File: config.mk
export PLATFORM = sky130hd
export DESIGN_NAME = mdr_mem_unit
export DESIGN_NICKNAME = d
export VERILOG_FILES = /design/src/rtl/mdr_mem_unit.sv
export SDC_FILE = /design/constraint.sdc
export NUM_CORES = 1
export LEC_CHECK = 0
export ABC_AREA = 1
export BUFFER_PORTS_ARGS = -buffer_cell sky130_fd_sc_hd__buf_2
export CAP_MARGIN = 20
export CORE_AREA = 5 5 85 87
export CTS_CLUSTER_DIAMETER = 60
export CTS_CLUSTER_SIZE = 16
export DETAILED_ROUTE_END_ITERATION = 6
export DIE_AREA = 0 0 90 92
export PLACE_DENSITY = 0.79
export SLEW_MARGIN = 0
export SYNTH_ARGS = -nofsm -noshare
export SYNTH_HDL_FRONTEND = slang
export SYNTH_SLANG_ARGS = --single-unit
export TNS_END_PERCENT = 5
File: constraint.sdc
create_clock -name clk -period 3.8 [get_ports clk]
set_clock_uncertainty 0.2 [all_clocks]
set_input_delay 0.95 -clock clk [delete_from_list [all_inputs] [get_ports clk]]
set_output_delay 0.95 -clock clk [all_outputs]
set_load 0.05 [all_outputs]
File: src/rtl/mdr_mem_unit.sv
// mdr_mem_unit
//   Memory-side stage of the datapath. Holds the memory address register (MAR)
//   and memory data register (MDR). Sequences single-word reads and writes
//   against a word memory that answers with a variable-latency ready handshake.
//   An access that sees no ready within TIMEOUT request cycles is aborted.
//
// Ports
//   clk          in   clock, rising edge
//   clr          in   synchronous active-high reset
//   BusMuxOut    in   shared bus value (address/data source)
//   MARin        in   load MAR from BusMuxOut[ADDR_W-1:0] (IDLE only)
//   MDRin        in   load MDR from BusMuxOut (IDLE only)
//   Read         in   start a read at MAR (IDLE only, wins over Write)
//   Write        in   start a write of MDR to MAR (IDLE only)
//   BusMuxInMDR  out  MDR contents, a bus mux source
//   mem_addr     out  MAR
//   mem_wdata    out  MDR
//   mem_rd       out  read request, high exactly while in RD
//   mem_wr       out  write request, high exactly while in WR
//   mem_rdata    in   read data, valid with mem_ready
//   mem_ready    in   memory completes the current request
//   busy         out  access in progress
//   done         out  one-cycle pulse, access completed
//   err          out  one-cycle pulse, access aborted by timeout

module mdr_mem_unit #(
    parameter int DATA_W  = 32,
    parameter int ADDR_W  = 9,
    parameter int TIMEOUT = 15
) (
    input  logic              clk,
    input  logic              clr,
    input  logic [DATA_W-1:0] BusMuxOut,
    input  logic              MARin,
    input  logic              MDRin,
    input  logic              Read,
    input  logic              Write,
    output logic [DATA_W-1:0] BusMuxInMDR,
    output logic [ADDR_W-1:0] mem_addr,
    output logic [DATA_W-1:0] mem_wdata,
    output logic              mem_rd,
    output logic              mem_wr,
    input  logic [DATA_W-1:0] mem_rdata,
    input  logic              mem_ready,
    output logic              busy,
    output logic              done,
    output logic              err
);

    typedef enum logic [1:0] {
        IDLE = 2'd0,
        RD   = 2'd1,
        WR   = 2'd2
    } state_t;

    localparam logic [7:0] TMO = 8'(TIMEOUT);

    state_t            state;
    logic [7:0]        count;
    logic [ADDR_W-1:0] mar;
    logic [DATA_W-1:0] mdr;

    assign BusMuxInMDR = mdr;
    assign mem_addr    = mar;
    assign mem_wdata   = mdr;

    always_ff @(posedge clk) begin
        if (clr) begin
            state  <= IDLE;
            count  <= 8'd0;
            mar    <= '0;
            mdr    <= '0;
            mem_rd <= 1'b0;
            mem_wr <= 1'b0;
            busy   <= 1'b0;
            done   <= 1'b0;
            err    <= 1'b0;
        end else begin
            // done/err are single-cycle pulses unless re-armed below
            done <= 1'b0;
            err  <= 1'b0;
            case (state)
                IDLE: begin
                    // Register loads land on the same edge as the strobe, so
                    // an access started together with a load uses the new value.
                    if (MARin) mar <= BusMuxOut[ADDR_W-1:0];
                    if (MDRin) mdr <= BusMuxOut;
                    if (Read) begin
                        state  <= RD;
                        count  <= 8'd1;
                        mem_rd <= 1'b1;
                        busy   <= 1'b1;
                    end else if (Write) begin
                        state  <= WR;
                        count  <= 8'd1;
                        mem_wr <= 1'b1;
                        busy   <= 1'b1;
                    end
                end
                RD, WR: begin
                    // count is the number of request cycles so far, including
                    // the current one; ready on the last allowed cycle wins.
                    if (mem_ready) begin
                        if (state == RD) mdr <= mem_rdata;
                        state  <= IDLE;
                        count  <= 8'd0;
                        mem_rd <= 1'b0;
                        mem_wr <= 1'b0;
                        busy   <= 1'b0;
                        done   <= 1'b1;
                    end else if (count == TMO) begin
                        state  <= IDLE;
                        count  <= 8'd0;
                        mem_rd <= 1'b0;
                        mem_wr <= 1'b0;
                        busy   <= 1'b0;
                        err    <= 1'b1;
                    end else begin
                        count <= count + 8'd1;
                    end
                end
                default: begin
                    state  <= IDLE;
                    count  <= 8'd0;
                    mem_rd <= 1'b0;
                    mem_wr <= 1'b0;
                    busy   <= 1'b0;
                end
            endcase
        end
    end

endmodule

# Word-level counts from Yosys, hierarchy flattened
# Cells that the tools add are included.
# word_totals
output_inout_bits	78
regBits	56
wordCells	57
in_bits	71
# op_classes
mux	25
n_reduce_logical	10
eq_ne	11
n_addsub	1
bitwise	1
# op_table
op	n
32-bit two-way mux	3
32-bit one-hot mux with 2 select lines	1
8-bit two-way mux	4
8-bit one-hot mux with 2 select lines	1
2-bit inequality test (second input constant)	6
8-bit by 1-bit adder with 8-bit output (second input constant)	1
8-bit by 4-bit == test with 1-bit output (second input constant)	1
1-bit two-way mux	8
2-bit two-way mux	4
3-bit inequality test (second input constant)	2
1-bit one-hot mux with 2 select lines	3
2-bit AND reduction	3
2-bit one-hot mux with 2 select lines	1
4-bit AND reduction	1
2-bit OR reduction	2
3-bit AND reduction	1
3-bit OR reduction	1
2-bit by 1-bit == test with 1-bit output (second input constant)	1
2-bit == test (second input constant)	1
2-bit logical NOT	1
2-bit nonzero test	1
1-bit NOT	1

# Longest topological paths before layout
# depth
word_depth	4
depth_mapped	9
ltp_nobuf	8

# Worst setup path after synthesis
# Ideal clock, no wire load.
# synth_timing
kind	register -> output
from	reg mdr[0], in the netlist BusMuxInMDR[0]
to	out mem_wdata[0]
required_ns	2.650
arrival_time_ns	0.913
path_buffers	1
setup_slack_ns	1.737
path_stages_with_launch	2
path_cell_list	dfxtp_1 buf_4
# synth_rtl
item	line_no	source
from (decl)	61	logic [DATA_W-1:0] mdr;
from (signal assigned)	87	if (MDRin) mdr <= BusMuxOut;
from (signal assigned)	104	if (state == RD) mdr <= mem_rdata;
to (decl)	40	output logic [DATA_W-1:0] mem_wdata,
# No word-level cell between the ends.

# Worst setup path in the final report
# layout_timing
from	reg state[0]
to	reg mdr[4], in the netlist BusMuxInMDR[4]
# layout_via
elab_chain_cells	4
word_cells_on_any_way	10
cone_classes	5 x eq/ne; 1 x mux; 4 x reduce/logical
# layout_lines
item	line_no	source
from (decl)	58	state_t state;
from (signal assigned)	69	state <= IDLE;
from (signal assigned)	89	state <= RD;
from (signal assigned)	94	state <= WR;
2-bit by 1-bit == test with 1-bit output or 2-bit == test (tied branches)	82, 104	
2-bit OR reduction	82	case (state)
2-bit inequality test (no line) or 2-bit nonzero test (tied branches)	n/a	
4-bit AND reduction (no line)	n/a	
# Several ways; a longest one is shown, not always the timed one.
# A chain may end at the register's enable or synchronous reset.

==> impl_metrics.yaml <==
detailed_routing:
  routedWlPerCell_microns: 12.20
  drc: 0
  viasPerCell: 4.709
  drt-initial-drc-count: 98
  drt-total-wl_microns: 7160
  ant_nets: 0
  drt_first_pass_iters: 4
  dr_total_vias: 2764
logic_synthesis:
  synth-seq-cells: 56
  synth_mux_area_frac: 0
  yosysUniqueCellTypes: 21
  ys_top_cells_by_area: "dfxtp_1 (40%), nand2_1 (14%), buf_4 (8.6%)"
  syn-num-nets: 477
  yosysTopAreaCellShare: 0.4018
  synth_edf_count: 0
  yosysTopAreaCell: "dfxtp_1"
  synth-simple-area-share: 0.1928
  synth_top_family_by_area: "simple AND/OR/NAND/NOR gates"
  synthAdderAreaFrac: 0.01794
  syn_inst: 402
  ys.flop_type: "dfxtp_1"
  synth-xor-area-share: 0.01256
  synth_compound_area_frac: 0.1843
  ys_seq_area_frac: 0.4018
  synth_area_sq_um: 2790
  ys.warnings.count: 0
  syn_area_per_cell_sq_um: 6.941
  ys_async_sr_fraction: 0
cells_and_area:
  layout-drive-gt1-share: 0.3157
  seq_area_sq_um: 1121
  num-nets-final: 584
  diodes: 0
  design_area_sq_um: 3400
  synthToLayoutAreaGrowth_pct: 21.84
  multi_input_area_sq_um: 1137
  n_fill_cell: 620
timing:
  min_period_ns: 2.657
  worstMarginPinSlew_ns: 0.9371
  fin_setup_tns_ns: 0
  fin_crit_sh: 0.6992
  slew_violations: 0
  maxSlewHeadroom: 0.3746
  hold_viol_final: 0
  max_freq_mhz: 376.4
  rsz0062_at_grt: "false"
  finalSetupViolCount: 0
global_route:
  grt.overflow.total: 0
  grt_usage: 0.1638
  grt_pass1_vias: 2664
  grt_max_degree: 65
  grt_antenna_before_repair: 0
  grt_pass1_wl_microns: 11720
floorplan:
  design.die.area_sq_um: 8280
  rows: 29
  die_x_microns: 90
  core-area_sq_um: 6277
  boundaryPins: 149
  die_y_microns: 92
  start_util: 0.4445
power_and_ir_drop:
  netSwitchingFraction: 0.5742
  p_comb_frac: 0.600
  power_switching_mw: 1.709
  max-vdd-ir-drop_mv: 0.5351
  p_int_mw: 1.268
  p_leak_nw: 1.853
  power_frac_seq: 0.284
  p_per_area_nw_per_um2: 875.6
  pwr-share-clk: 0.116
hold_path:
  hold_class: "reg -> reg"
  hold_start: "BusMuxInMDR[16]$_SDFFE_PP0P_"
clock_network:
  cts_tree: "built"
  cts.hold.buffers_added: 0
  cts_root_buf: "clkbuf_8"
  cts.sinks: 56
  cts_buffer_depth: 2
  cts_buffers: 5
  cts_resized: 0
  clkSlewWorstSetupHoldPaths_ns: 0.10
  post_cts.repair.setup_buffers: 0
  h-tree-depth: 2
  clock_latency_ns: 0.31
worst_setup_path:
  regToRegStartpoint: "state[0]$_SDFFE_PP0P_"
  crit_start: "state[0]$_SDFFE_PP0P_"
  cp.arrival_ns: 2.71
  start_kind: "flip-flop"
  path_max_fanout: 64
  crit_required_ns: 3.85
  crit_path_end_kind: "flip-flop"
  crit_type: "reg -> reg"
flow_run:
  maxCapViolations: 0
placement:
  place_congestion: 0.8431
  port_buffers: 148
  dpl-instance-area_sq_um: 3302
  dp_hpwl_microns: 5460
outcome:
  status: "finished clean"
cell usage after synthesis (2+ instances only):
| library cell | count |
|---|---|
| nand2_1 | 104 |
| dfxtp_1 | 56 |
| inv_1 | 48 |
| a21oi_1 | 47 |
| buf_4 | 32 |
| o21ai_1 | 28 |
| nor2_1 | 24 |
| o21ai_0 | 22 |
| buf_2 | 11 |
| nand3_1 | 7 |
| clkbuf_1 | 5 |
| ha_1 | 4 |
| buf_6 | 3 |
| xor2_1 | 3 |
| nor3_1 | 2 |
routing by layer:
metal,vias up,wire [microns],global-route usage
li1,1454,-,-
met1,1198,2989,0.1892
met2,106,3511,0.2970
met3,6,604,0.04828
met4,0,54,0.03970
met5,-,0,0
power groups by stage:
stage | Combinational [mW] | Clock [mW] | Sequential [mW]
after global routing | 1.91 | 0.382 | 0.871
final | 1.79 | 0.344 | 0.845
after CTS | 1.80 | 0.358 | 0.848
after global placement | 1.78 | 0 | 0.853
after floorplan | 1.09 | 0 | 1.35
after detailed placement | 1.80 | 0 | 0.860
critical path, stage by stage (launching register included):
cell and delay, ns:
dfxtp_1 0.37, inv_1 0.07, ha_1 0.73, nand2_1 0.25
o211ai_4 0.13, buf_4 0.50, o21ai_0 0.16, a21oi_1 0.13
placed cells by master (no fill, tap or decap), types with 2 or more instances in the layout:
cell type	count
buf_2	148
nand2_1	104
dfxtp_1	56
inv_1	48
a21oi_1	47
o21ai_1	28
nor2_1	24
o21ai_0	22
nand3_1	7
clkbuf_8	6
ha_1	4
xor2_1	3
buf_4	3
nor3_1	2
clkinvlp_4	2
registers in the layout, indices dropped and copies added, names as in the netlist:
name / flops
mem_addr: 9
mem_rd: 1
mem_wr: 1
BusMuxInMDR: 32
done: 1
busy: 1
state: 2
err: 1
count: 8
cell type report:
type                            instances  area share
Clock buffer                            6     0.02429
Timing Repair Buffer                  151      0.2245
Sequential cell                        56      0.3298
Clock inverter                          2    0.004417
Inverter                               49     0.05410
Multi-Input combinational cell        246      0.3346
Tap cell                               77     0.02834
stage by stage:
stage | std cells | util | power, mW | worst slack [ns] | hold WS (ns)
after CTS | 587 | 0.5416 | 3.004 | 1.144 | 0.2603
after floorplan | 402 | - | 2.443 | 1.737 | 0.2505
final | 587 | 0.5416 | 2.977 | 1.143 | 0.2593
after global placement | 579 | 0.5260 | 2.629 | 1.257 | 0.2409
after global routing | 587 | 0.5416 | 3.164 | 0.8613 | 0.2801
after detailed placement | 579 | 0.5260 | 2.656 | 1.174 | 0.2449
final timing paths:
path / cells after the start / slack (ns) / endpoint
hold reg to reg: 2 / 0.26 / BusMuxInMDR[16]$_SDFFE_PP0P_
setup reg to reg: 7 / 1.14 / BusMuxInMDR[4]$_SDFFE_PP0P_
setup / recovery: 7 / 1.14 / BusMuxInMDR[4]$_SDFFE_PP0P_
hold / removal: 2 / 0.26 / BusMuxInMDR[16]$_SDFFE_PP0P_
logic make-up (layout without fill, tap and decap cells):
| logic type | Yosys count | in the layout |
|---|---|---|
| and+or+nand+nor | 139 | 139 |
| adders and majority gates | 4 | 4 |
| DFF | 56 | 56 |
| buffers and inverters | 100 | 208 |
| AOI/OAI and AO/OA | 99 | 99 |
| xor gates and xnor gates | 4 | 4 |
No activity file was read; power rests on OpenSTA's default activity.
